<file path="src/rtl/hazard_fetch_ctrl_if.sv">
// Fetch/issue bundle: IMEM port, EX branch redirect,
// and the ID-side issue outputs of hazard_fetch_ctrl.
interface hazard_fetch_ctrl_if;
  logic        run;
  logic [15:0] ins;
  logic [15:0] addr;
  logic        br_taken;
  logic [15:0] br_target;
  logic [15:0] ins_id;
  logic        valid_id;
  logic        stall;
  logic        done;
  logic [15:0] stall_cnt;

  modport slave (
    input  run,
    input  ins,
    input  br_taken,
    input  br_target,
    output addr,
    output ins_id,
    output valid_id,
    output stall,
    output done,
    output stall_cnt
  );

  modport master (
    output run,
    output ins,
    output br_taken,
    output br_target,
    input  addr,
    input  ins_id,
    input  valid_id,
    input  stall,
    input  done,
    input  stall_cnt
  );
endinterface

</file>
<file path="src/rtl/hazard_fetch_ctrl.sv">
// PC owner and IF/ID issue register with a shifting
// destination scoreboard that bubbles RAW hazards.
module hazard_fetch_ctrl #(
  parameter int ROM_DEPTH  = 30,
  parameter int PIPE_DEPTH = 3
) (
  input  logic clk_i,
  input  logic rst_ni,
  hazard_fetch_ctrl_if.slave bus
);
  localparam logic [15:0] RomEnd = 16'(ROM_DEPTH);

  logic [15:0] pc_q, pc_d;
  logic [15:0] ins_id_q, ins_id_d;
  logic [15:0] cnt_q, cnt_d;
  logic        valid_q, valid_d;
  logic        done_q, done_d;

  logic [PIPE_DEPTH-1:0] sb_v_q, sb_v_d;
  logic [2:0] sb_r_q [PIPE_DEPTH];
  logic [2:0] sb_r_d [PIPE_DEPTH];

  logic [4:0] op;
  logic [2:0] rd, rs;
  logic       use_rd, use_rs, wr;
  logic       hit, fetch_act, stall, issue;
  logic       unused_ins;

  assign op = bus.ins[15:11];
  assign rd = bus.ins[10:8];
  assign rs = bus.ins[7:5];
  assign unused_ins = ^bus.ins[4:0];

  always_comb begin
    use_rd = 1'b0;
    use_rs = 1'b0;
    wr     = 1'b0;
    unique case (op)
      5'b00001, 5'b00010: begin
        use_rd = 1'b1;
        use_rs = 1'b1;
        wr     = 1'b1;
      end
      5'b00011: wr = 1'b1;
      5'b00100: begin
        use_rs = 1'b1;
        wr     = 1'b1;
      end
      5'b00101, 5'b00111: begin
        use_rd = 1'b1;
        use_rs = 1'b1;
      end
      default: ;
    endcase
  end

  always_comb begin
    hit = 1'b0;
    for (int i = 0; i < PIPE_DEPTH; i++) begin
      if (sb_v_q[i] &&
          ((use_rd && sb_r_q[i] == rd) ||
           (use_rs && sb_r_q[i] == rs)))
        hit = 1'b1;
    end
  end

  assign fetch_act = bus.run && (pc_q < RomEnd)
                   && !bus.br_taken;
  assign stall = fetch_act && hit;
  assign issue = fetch_act && !hit;

  always_comb begin
    pc_d     = pc_q;
    ins_id_d = 16'h0000;
    valid_d  = 1'b0;
    cnt_d    = cnt_q;
    sb_v_d   = {sb_v_q[PIPE_DEPTH-2:0], 1'b0};
    sb_r_d[0] = rd;
    for (int i = 1; i < PIPE_DEPTH; i++)
      sb_r_d[i] = sb_r_q[i-1];

    // Branch only redirects; the delay-slot entry keeps shifting.
    if (bus.br_taken) begin
      pc_d = bus.br_target;
    end else if (issue) begin
      pc_d      = pc_q + 16'd1;
      ins_id_d  = bus.ins;
      valid_d   = 1'b1;
      sb_v_d[0] = wr;
    end

    if (stall && cnt_q != 16'hFFFF)
      cnt_d = cnt_q + 16'd1;

    done_d = (pc_d >= RomEnd) && (sb_v_d == '0);
  end

  always_ff @(posedge clk_i) begin
    if (!rst_ni) begin
      pc_q     <= 16'h0000;
      ins_id_q <= 16'h0000;
      valid_q  <= 1'b0;
      cnt_q    <= 16'h0000;
      done_q   <= 1'b0;
      sb_v_q   <= '0;
      for (int i = 0; i < PIPE_DEPTH; i++)
        sb_r_q[i] <= 3'd0;
    end else begin
      pc_q     <= pc_d;
      ins_id_q <= ins_id_d;
      valid_q  <= valid_d;
      cnt_q    <= cnt_d;
      done_q   <= done_d;
      sb_v_q   <= sb_v_d;
      for (int i = 0; i < PIPE_DEPTH; i++)
        sb_r_q[i] <= sb_r_d[i];
    end
  end

  assign bus.addr      = pc_q;
  assign bus.ins_id    = ins_id_q;
  assign bus.valid_id  = valid_q;
  assign bus.stall     = stall;
  assign bus.done      = done_q;
  assign bus.stall_cnt = cnt_q;
endmodule

</file>
<file path="src/flat_wrapper.sv">
// flat-port wrapper written by rule: the top's interface ports become plain ports
module hazard_fetch_ctrl_flat 
#(
  parameter int ROM_DEPTH  = 30,
  parameter int PIPE_DEPTH = 3
)
  (clk_i, rst_ni, bus_run, bus_ins, bus_br_taken, bus_br_target, bus_addr, bus_ins_id, bus_valid_id, bus_stall, bus_done, bus_stall_cnt);
  hazard_fetch_ctrl_if bus_i ();
  input  logic clk_i;
  input  logic rst_ni;
  input wire logic [$bits(bus_i.run)-1:0] bus_run;
  input wire logic [$bits(bus_i.ins)-1:0] bus_ins;
  input wire logic [$bits(bus_i.br_taken)-1:0] bus_br_taken;
  input wire logic [$bits(bus_i.br_target)-1:0] bus_br_target;
  output wire logic [$bits(bus_i.addr)-1:0] bus_addr;
  output wire logic [$bits(bus_i.ins_id)-1:0] bus_ins_id;
  output wire logic [$bits(bus_i.valid_id)-1:0] bus_valid_id;
  output wire logic [$bits(bus_i.stall)-1:0] bus_stall;
  output wire logic [$bits(bus_i.done)-1:0] bus_done;
  output wire logic [$bits(bus_i.stall_cnt)-1:0] bus_stall_cnt;
  assign bus_i.run = bus_run;
  assign bus_i.ins = bus_ins;
  assign bus_i.br_taken = bus_br_taken;
  assign bus_i.br_target = bus_br_target;
  assign bus_addr = bus_i.addr;
  assign bus_ins_id = bus_i.ins_id;
  assign bus_valid_id = bus_i.valid_id;
  assign bus_stall = bus_i.stall;
  assign bus_done = bus_i.done;
  assign bus_stall_cnt = bus_i.stall_cnt;
  hazard_fetch_ctrl #(.ROM_DEPTH(ROM_DEPTH), .PIPE_DEPTH(PIPE_DEPTH)) u_core (.clk_i(clk_i), .rst_ni(rst_ni), .bus(bus_i));
endmodule
</file>
<file path="config.mk">
export PLATFORM = sky130hd
export DESIGN_NAME = hazard_fetch_ctrl_flat
export DESIGN_NICKNAME = d
export VERILOG_FILES = /design/src/rtl/hazard_fetch_ctrl_if.sv /design/src/rtl/hazard_fetch_ctrl.sv /design/src/flat_wrapper.sv
export SDC_FILE = /design/constraint.sdc
export NUM_CORES = 1
export LEC_CHECK = 0
export CELL_PAD_IN_SITES_DETAIL_PLACEMENT = 1
export CELL_PAD_IN_SITES_GLOBAL_PLACEMENT = 2
export CORE_ASPECT_RATIO = 1.2
export CORE_MARGIN = 3
export CORE_UTILIZATION = 29
export DETAILED_ROUTE_END_ITERATION = 6
export PLACE_DENSITY_LB_ADDON = 0.1
export SLEW_MARGIN = 20
export SYNTH_ARGS = -nofsm -noshare
export SYNTH_HDL_FRONTEND = slang
export SYNTH_SLANG_ARGS = --single-unit
</file>
<file path="constraint.sdc">
create_clock -name clk_i -period 7.3 [get_ports clk_i]
set_input_delay 0.73 -clock clk_i [delete_from_list [all_inputs] [get_ports clk_i]]
set_output_delay 0.73 -clock clk_i [all_outputs]
set_load 0.05 [all_outputs]
</file>
-- Word level (Yosys, flattened, before mapping)
Memories as Yosys holds them, arrays and structs flattened.
Cells that the tools add are included.
- $add $sub $neg: 2
- $lt $le $gt $ge: 2
- equal/unequal tests: 13
- multiplexer cells: 16
- bitwise gates (word level): 5
- reduce and logical (&&, ||, !) cells: 26
- operators by type and width (cell ; number):
    16-bit by 1-bit adder with 16-bit output (second input constant) ; 2
    16-bit two-way mux ; 2
    3-bit == test ; 6
    16-bit by 5-bit greater-or-equal comparator with 1-bit output (second input constant) ; 1
    16-bit by 5-bit < comparator with 1-bit output (second input constant) ; 1
    16-bit inequality test (second input constant) ; 1
    5-bit by 3-bit == test with 1-bit output (second input constant) ; 3
    1-bit logical AND ; 15
    1-bit two-way mux ; 11
    5-bit by 2-bit == test with 1-bit output (second input constant) ; 2
    3-bit two-way mux ; 3
    4-bit OR reduction ; 2
    5-bit by 1-bit == test with 1-bit output (second input constant) ; 1
    5-bit OR reduction ; 1
    3-bit logical NOT ; 1
    1-bit logical OR ; 3
    1-bit bitwise OR ; 3
    3-bit OR reduction ; 1
    1-bit logical NOT ; 2
    1-bit inverter ; 2
    2-bit OR reduction ; 1
- flip-flop bits (word level): 53
- bits in writable memories: 9
- input port bits: 36
- output and inout port bits: 51
- memories: 1
- memories (memory ; depth ; bits a word ; read ports ; clocked after memory_dff ; wr ports ; RTL line ; source):
    u_core.sb_r_q ; 3 ; 3 ; 3 ; 0 ; 3 ; hazard_fetch_ctrl.sv:20 ; logic [2:0] sb_r_q [PIPE_DEPTH];

-- Depth between registers and ports, before layout
- depth after elaboration: 15
- gate-level depth with buffers: 9
- mapped depth without buffers: 8

-- Least setup slack after synthesis
Ideal clock, no wire load.
- path kind: input-to-output
- start point: input port bus_br_taken
- end point: output port bus_stall
- arrival: 2.179 ns
- required time: 6.570 ns
- slack: 4.391 ns
- stages: 5
- path through: nor4_2 -> nand3_1 -> or2_0 -> clkbuf_2 -> nor2_1
- cells in the longest elaborated chain, start to end: 3
- ends and longest elaborated chain (what ; RTL line ; source):
    start, declared ; flat_wrapper.sv:13 ; input wire logic [$bits(bus_i.br_taken)-1:0] bus_br_taken;
    1-bit logical NOT ; hazard_fetch_ctrl.sv:68 ; && !bus.br_taken;
    1-bit logical AND ; hazard_fetch_ctrl.sv:68 ;
    1-bit logical AND ; hazard_fetch_ctrl.sv:69 ; assign stall = fetch_act && hit;
    end, declared ; flat_wrapper.sv:18 ; output wire logic [$bits(bus_i.stall)-1:0] bus_stall;
Every way passes these cells.

-- Worst setup path in the final report
Ends and elaborated chain as after synthesis.

==> key figures <==
Synthesis
  – Post-synth top area cell: dfxtp_1
  – Syn nets: 325
  – Post-Syn Area: 2710 µm²
  – YS warnings: 0
  – Syn Inst Count: between 200 and 300
  – Yosys reg bits: 62
  – Sequential fraction of the synthesis area: 0.457
  – Avg Inst Size Synth: 9.46 µm²
  – Top cells by area, synth: dfxtp_1 (46%), xnor2_1 (7.4%), mux2i_1 (5.9%), and3_1 (3.9%), nor2_1 (3.9%)
  – Synth cell types: 47
  – Post-synth top area share: 0.457

Pwr
  – P per Cell Area: ~190 nW/µm²
  – P_leak: 1.41 nW
  – VDD IR max: 0.0870 mV

Clock tree
  – CTS tree: yes
  – Bufs on Longest Clock Path: 2
  – Post-CTS Setup Inserts: 0
  – Root buf cell: clkbuf_8
  – H-tree Lvls: 3
  – CTS Buf Count: 9
  – Clock Latency Late Sink: 0.34 ns
  – Cts hold-fix bufs: 0
  – Worst-path clk slew: 0.07 ns
  – Cts repair resizes: 0
  – Clock sinks: slightly above 60

Global route
  – Total gr overflow: 0
  – Antenna violations before repair: 0
  – First-pass GRT wire length: 12.6 mm
  – Pin count of the biggest net entering global routing: 35
  – Vias in the first global route: ~2500
  – Tot GR Track Use: 0.155

Worst setup path
  – Critical Path AT: 3.32 ns
  – Worst setup EP type: primary output
  – Max incr delay on CP: 0.85 ns
  – Worst path buffer plus inverter count: 3
  – CP max stage cell: clkdlybuf4s50_1
  – Crit path max fanout: 24
  – Crit-path cells: clkdlybuf4s50_1, buf_4, nor4_2, nand3_1, or2_0, nor2_1, clkdlybuf4s50_1
  – Crit start category: input pin
  – Data required time of the critical path: 6.57 ns
  – Crit Path Class: in2out
  – Crit path max-delay family: buffers and inverters
  – Crit path top cell by count: clkdlybuf4s50_1

Finish
  – Layout cells sized above 1: 0.0716
  – Most frequent cells in the layout: clkdlybuf4s50_1 (86), dfxtp_1 (62), nor2_1 (28), xnor2_1 (23), and3_1 (17)
  – Finished Layout Cells: roughly 500
  – Antenna Cells: 0
  – Nets: 412
  – Commonest non-fill, non-tap cell in the layout: clkdlybuf4s50_1
  – Synth-to-layout area growth: 42.0%

STA
  – Min cycle time layout: around 4.1 ns
  – Unrepaired setup endpoints after global routing: no
  – Hold Fails Final Rpt: 0
  – Worst slew pin tran: roughly 1.0 ns
  – Max frequency: 0.247 GHz
  – Max-slew headroom: 0.325
  – Fin Hold WS: approximately 0.49 ns
  – Pins Over Slew Limit: 0
  – Finish-stage setup viols: 0
  – Setup Skew: 0.00763 ns
  – Final period util: 0.555
  – Setup TNS: 0 ns

Floorplanning
  – Initial Utilization: 0.299
  – # rows: 38
  – Die X: 94.3 µm
  – Io pins: 87
  – Core ar.: approximately 9100 µm²
  – Die height: 112 µm
  – Die area: 10600 µm²

Route
  – Initial DRC count: 57
  – Drt via density: 4.91
  – DRT Wirelength: 7.81 mm
  – WL per Instance: 15.7 µm
  – First-pass DRT Iterations: 4
  – Total number of vias: 2438
  – Number of routed nets with antenna violations: 0
  – Post-route DRC: 0

Status
  – Status: complete, no violations

Place
  – Cell count after placement: 483
  – Port bufs: between 80 and 90
  – Hpwl dp: approximately 5.7 mm
  – RD Place Congestion: around 0.8

Hold path
  – Worst min-delay path class: reg2reg

Run
  – Max-cap violations: 0
## cells by family after synthesis
| logic type | count (synthesis) | share of synthesized area |
|---|---|---|
| flip-flops | 62 | 0.457 |
| AO/OA/AOI/OAI | 35 | 0.0904 |
| XOR/XNOR | 27 | 0.0871 |
| multiplexers | 16 | 0.0590 |
| adder cells (fa/ha/maj) | 2 | 0.00922 |
| AND/OR/NAND/NOR | 131 | 0.272 |
| buffers and inverters | 14 | 0.0249 |
## layout make-up
| cell class | instances | area, µm² |
|---|---|---|
| timing repair buffer | 87 | 868 |
| inverter | 3 | 11.3 |
| multi-input combinational | 211 | 1410 |
| clock buffer | 13 | 169 |
| tap | 120 | 150 |
| sequential | 62 | 1240 |
| fill | 1053 | 5230 |
| clock inverter | 1 | 5.00 |
## final timing paths
path,slack [ns],to,from,cells after the start
setup reg to reg,4.42,u_core.bus.done$_SDFF_PN0_,u_core.bus.addr[11]$_SDFF_PN0_,7
hold / removal,0.49,u_core.bus.stall_cnt[15]$_SDFFE_PN0P_,u_core.bus.stall_cnt[15]$_SDFFE_PN0P_,2
setup / recovery,3.25,bus_stall,bus_br_taken,7
hold reg to reg,0.49,u_core.bus.stall_cnt[15]$_SDFFE_PN0P_,u_core.bus.stall_cnt[15]$_SDFFE_PN0P_,2
## synth_stat cells, drive strengths merged
master and count:
a2111oi 2, a211oi 4, a21oi 10, a22oi 1, a311o 1, a311oi 1
a31oi 1, and2 14, and2b 1, and3 22, and4 2, and4b 1
buf 1, clkbuf 9, dfxtp 62, dlygate4sd3 1, ha 2, inv 3
mux2i 16, nand2 11, nand2b 2, nand3 13, nand4 11, nor2 28
nor2b 1, nor3 4, nor4 7, nor4b 1, o2111a 1, o2111ai 1
o211ai 2, o21ai 6, o311ai 1, o31ai 4, or2 2, or2b 1
or3 5, or4 5, xnor2 23, xor2 4
## flip-flops by register name (all words and copies together) (netlist names)
| signal | flops |
|---|---|
| u_core.sb_r_q | 9 |
| u_core.bus.ins_id | 16 |
| u_core.bus.stall_cnt | 16 |
| u_core.sb_v_q | 3 |
| u_core.bus.addr | 16 |
| u_core.bus.valid_id | 1 |
| u_core.bus.done | 1 |
## layer usage
metal | wire length (µm) | vias up | share of wire | global-route usage
met5 | 0 | - | 0 | 0
met4 | 119 | 0 | 0.015 | 0.0636
met3 | 378 | 10 | 0.048 | 0.0453
met2 | 3700 | 55 | 0.47 | 0.248
met1 | 3610 | 1156 | 0.46 | 0.194
li1 | - | 1217 | - | -
## power breakdown
group	switching [W]	leakage (nW)	internal, W
sequential	0.00000897	0.505	0.000348
clock	0.000130	0.0914	0.000147
combinational	0.0000577	0.810	0.0000465
## stage by stage
step | power [W] | instance area [µm²] | util | setup WS, ns
finish | 0.000737 | 3850 | 0.424 | 3.25
global route | 0.000774 | 3850 | 0.424 | 3.09
CTS | 0.000752 | 3850 | 0.424 | 3.21
detailed placement | 0.000470 | 3680 | 0.405 | 3.21
global placement | 0.000469 | 3680 | 0.405 | 3.30
floorplan | 0.000421 | 2710 | - | 4.39
## worst min-delay path: cells and delay by family, from the launching register on
family           cells  cell delay [ns]
and+or+nand+nor      1             0.06
DFF                  1             0.33
muxes                1             0.06
(Power assumes the default switching activity.)
==> edit 1, RTL diff (same settings) <==
`PIPE_DEPTH` is set to 3 in 2 places; all go to 2.
--- a/src/rtl/hazard_fetch_ctrl.sv
+++ b/src/rtl/hazard_fetch_ctrl.sv
@@ -4,3 +4,3 @@
   parameter int ROM_DEPTH  = 30,
-  parameter int PIPE_DEPTH = 3
+  parameter int PIPE_DEPTH = 2
 ) (
--- a/src/flat_wrapper.sv
+++ b/src/flat_wrapper.sv
@@ -4,3 +4,3 @@
   parameter int ROM_DEPTH  = 30,
-  parameter int PIPE_DEPTH = 3
+  parameter int PIPE_DEPTH = 2
 )
Behaviour: not the same (a bounded check fails within 4 cycles, from zero or initial values and one cycle with rst_ni low).
==> edit 1 against the unedited design <==
Sequential power shrank 6.7%; first-iteration DRC count decreased by 11%; sequential share of layout area shrank 1.2 points; worst setup slack gained 120 ps; critical path depth unchanged; routed wire length is 11% lower; non-clock buffer count did not move; hold slack improved by 21 ps; sequential cell count shrank 4; area after synthesis down 4.1%; final area shrank 2.7%; total power decreased by 0.63%; fmax increased by 3.2%; critical path type unchanged.
==> edit 1: results (changes against the unedited design) <==
drt:
  drt_iter0_drc: 51  # -11%
  wl_per_cell_um: 14.5  # -7.7%
  vias_per_cell: 4.67  # -4.7%
  firstDrtPassIters: 4  # unchanged
  dr_total_vias: 2239  # -8.2%
setup_path:
  reg2reg_slack_ps: 4660  # +240 ps
  cp_slowest_cell: "clkdlybuf4s50_1"
  crit_family: "buffers and inverters"
  crit_arrival_ps: 3200  # -120 ps
  critPathMaxStageDelay_ps: 800  # -50 ps
  crit_fanout: 25  # +4.2%
global_routing:
  grt_pass1_vias: 2345  # -5.3%
  grt_pass1_wl_mm: 11.5  # -9.1%
  grt_start_max_net_pins: 59  # +69%
  antenna_found_initial: 0  # unchanged
  track_usage_pct: 14.5  # -0.99 points
pwr:
  sw_frac_of_total_pct: 25.5  # -1.1 points
  p_leak_nw: 1.48  # +5.2%
  peakVddDrop_mv: 0.0718  # -17%
clocking:
  clkTransAtPathRegs_ps: 60
  postCtsResizedCells: 0  # unchanged
  clockRootBuffer: "clkbuf_8"
  cts_buffer_depth: 2  # unchanged
  cts_made_buffers: 9  # unchanged
  cts_setup_buffers: 0  # unchanged
  htreeDepth: 3  # unchanged
  clk_latency_ps: 330
synthesis:
  synth.distinct_cells: 39  # -17%
  avgSynthCellArea_um2: 9.56  # +1.1%
  synthTopCellsByCount: "58 x dfxtp_1, 28 x and2_1, 23 x and3_1, 21 x xnor2_1"
  yosysWarnings: 0  # unchanged
  synth_seq_area_share_pct: 44.6  # -1.1 points
  syn-num-nets: 310  # -4.6%
  synth_flop_cell: "dfxtp_1"
  yosys-top-cells-area: "dfxtp_1 45%, xnor2_1 7.1%, and2_1 6.7%"
final_layout:
  antenna_cells: 0  # unchanged
  fillCellCount: 1013  # -3.8%
  drive_gt1_share_pct: 6.08  # -1.1 points
  fin_nets: 395  # -4.1%
placement:
  port_buffers: 86  # unchanged
  dp_cells: 463  # -4.1%
  gp_congestion: 0.708  # -10%
  hpwl_mm: 5.12  # -9.5%
sta:
  tightest_slew_ps: 878  # -131 ps
  skew_ps: 4.42  # -3.21 ps
worst_hold_path:
  hold_path_class: "register to register"
status:
  status: "finished, final reports clean"
-- edit 1: cell types whose count changed after synthesis, moves of 4 or more --
cell,change
a21oi_1,-8
xor2_1,+5
and3_2,-5
o31ai_1,-4
nor2b_1,+15
dfxtp_1,-4
nand2_1,+5
nor2_1,-19
and2_1,+15
and3_1,+6
-- edit 1: layout make-up --
cell class | instances | area share [%]
repair buffers | 87 | 23.0
multi-input cells | 199 | 36.7
inverters | 2 | 0.200
clock inverters | 2 | 0.934
clock buffers | 14 | 4.34
well taps | 117 | 3.90
flip-flops and latches | 58 | 31.0
-- edit 1: through the flow --
stage | cell area (µm²) | power [W] | hold slack [ps] | setup WS, ps | utilization (%)
finish | 3750 | 0.000733 | 513 | 3370 | 43.3
global placement | 3550 | 0.000440 | 499 | 3380 | 41.0
CTS | 3750 | 0.000748 | 516 | 3320 | 43.3
global route | 3750 | 0.000768 | 525 | 3180 | 43.3
floorplan | 2600 | 0.000395 | 474 | 4610 | -
detailed placement | 3550 | 0.000441 | 506 | 3320 | 41.0
-- edit 1: cell families after synthesis --
kind of cell | Yosys count | synth area share (%)
compound gates | 20 | 6.93
xor+xnor | 30 | 10.1
fa+ha+maj | 2 | 0.962
buf+inv | 15 | 2.50
flops | 58 | 44.6
mux | 14 | 5.39
simple gates | 133 | 29.5
-- edit 1: final timing paths --
kind                  startpoint  cells after the start                        to
min          u_core.sb_r_q[0][2]                      1       u_core.sb_r_q[0][5]
min reg2reg  u_core.sb_r_q[0][2]                      1       u_core.sb_r_q[0][5]
max                 bus_br_taken                      7                 bus_stall
max reg2reg   u_core.bus.addr[6]                      8  u_core.bus.stall_cnt[15]
-- edit 1: layer usage --
| metal | part of all wire [%] | track usage [%] | vias to the layer above | routed length (µm) |
|---|---|---|---|---|
| li1 | - | - | 1117 | - |
| met1 | 43 | 16.2 | 1062 | 2970 |
| met2 | 50 | 25.3 | 50 | 3490 |
| met3 | 5.4 | 4.11 | 10 | 374 |
| met4 | 1.6 | 7.32 | 0 | 114 |
| met5 | 0 | 0 | - | 0 |
-- edit 1: power by group through the flow --
stage / Clock, W / Sequential, W / Combinational, W
2_1_floorplan: 0 / 0.000362 / 0.0000327
3_3_place_gp: 0 / 0.000340 / 0.000100
3_5_place_dp: 0 / 0.000340 / 0.000101
4_1_cts: 0.000314 / 0.000333 / 0.000101
5_1_grt: 0.000327 / 0.000334 / 0.000108
6_report: 0.000301 / 0.000333 / 0.0000994
==> edit 2, RTL diff (config.mk and constraints unchanged) <==
Made on the original files. Make the reset (`rst_ni`) asynchronous in one clocked block.
--- a/src/rtl/hazard_fetch_ctrl.sv
+++ b/src/rtl/hazard_fetch_ctrl.sv
@@ -97,3 +97,3 @@
 
-  always_ff @(posedge clk_i) begin
+  always_ff @(posedge clk_i or negedge rst_ni) begin
     if (!rst_ni) begin
Function: differs if rst_ni is asserted again (counterexample within 4 cycles, from zero or initial values and one cycle with rst_ni low); with rst_ni held inactive, the same outputs for 10 cycles.
==> edit 2 against the unedited design <==
Area after synthesis is 1.7% higher; largest cell class is now flip-flops and latches; final area is 2.3% higher; sequential cell count stayed put; worst setup slack worse by 470 ps; routed wire length is 14% lower; critical path type unchanged; count of clock-buffer cells in the layout stayed put; highest routed layer unchanged; total power is 5.4% higher; critical endpoint unchanged; die area is 1.6% higher.
==> edit 2: results (changes against the unedited design) <==
status:
  status: "finished, final reports clean"
global_routing:
  grt_start_max_net_pins: 63  # +80%
  use_met2_pct: 21.9  # -2.9 points
  track_usage_pct: 13.7  # -1.8 points
  grt_pass1_vias: 2175  # -12%
  grt_use_met1_pct: 18.5  # -0.99 points
  antenna_found_initial: 0  # unchanged
  grt_pass1_wl_mm: 11.3  # -11%
sta:
  tightest_slew_ps: 937  # -71.7 ps
  holdWs_ps: 434  # -58.8 ps
  period_share_pct: 61.9  # +6.4 points
  skew_ps: 10.0  # +2.38 ps
setup_path:
  r2r_cells: 6  # -1
  r2r_end: "u_core.bus.done"
  reg2reg_slack_ps: 4160  # -260 ps
  r2r-start: "u_core.bus.addr[10]"
drt:
  drt_iter0_drc: 100  # +75%
  wl_met3_um: 250  # -34%
  routed_wl_mm: 6.76  # -14%
  dr_total_vias: 2010  # -18%
  met2RoutedLength_mm: 3.37  # -9.1%
  firstDrtPassIters: 5  # +1
  routedLengthMet1_mm: 3.08  # -15%
worst_hold_path:
  hold_depth: 0  # -2
  holdPathEnd: "u_core.sb_r_q[1]"
synthesis:
  syn-num-nets: 262  # -19%
  synth_compound_area_share_pct: 5.49  # -3.5 points
  avgSynthCellArea_um2: 12.3  # +30%
  yosys-top-cells-area: "dfrtp_1 56%, xnor2_1 8.3%, mux2_2 4.9%"
  yosysWarnings: 0  # unchanged
  synth_flop_cell: "dfrtp_1"
  synthMuxAreaShare_pct: 5.44  # -0.46 points
  synth_seq_area_share_pct: 56.2  # +11 points
  synthTopCellsByCount: "62 x dfrtp_1, 26 x xnor2_1, 18 x and2_1, 15 x nand4_1, 13 x nand2_1"
  synth.distinct_cells: 38  # -19%
placement:
  hpwl_mm: 5.08  # -10%
  place_area_um2: 3750  # +1.9%
  gp_congestion: 0.767  # -2.5%
  place_ws_ps: 2740  # -461 ps
  dp_cells: 426  # -12%
pwr:
  peakVddDrop_mv: 0.0957  # +10%
  p_leak_nw: 1.59  # +13%
clocking:
  cts_made_buffers: 9  # unchanged
final_layout:
  drive_gt1_share_pct: 12.8  # +5.6 points
  fin_nets: 355  # -14%
[edit 2: cell types whose count changed in the layout (fill, tap and decap cells not counted), sizes merged, moves of 5 or more]
cell	delta
nand3	-9
dfxtp	-62
mux2i	-16
xor2	+5
mux2	+13
and3	-21
nor2	-16
dfrtp	+62
a21oi	-10
[edit 2: power by group]
part / internal (W) / switching, W / leakage [nW]
Combinational: 0.0000521 / 0.0000682 / 0.701
Sequential: 0.000356 / 0.0000135 / 0.797
Clock: 0.000159 / 0.000129 / 0.0938
Total: 0.000566 / 0.000211 / 1.59
[edit 2: area by class of cell]
| class | instances | area (µm²) |
|---|---|---|
| tap | 120 | 150 |
| fill | 984 | 5230 |
| clock inverter | 2 | 15.0 |
| timing repair buffer | 87 | 863 |
| inverter | 4 | 15.0 |
| sequential | 62 | 1550 |
| multi-input combinational | 153 | 1170 |
| clock buffer | 13 | 179 |
[edit 2: critical path, stage by stage]
cell and delay (ps):
clkdlybuf4s50_1 870, nor4_1 470, nand4_1 520, nor2_1 340, clkdlybuf4s50_1 850
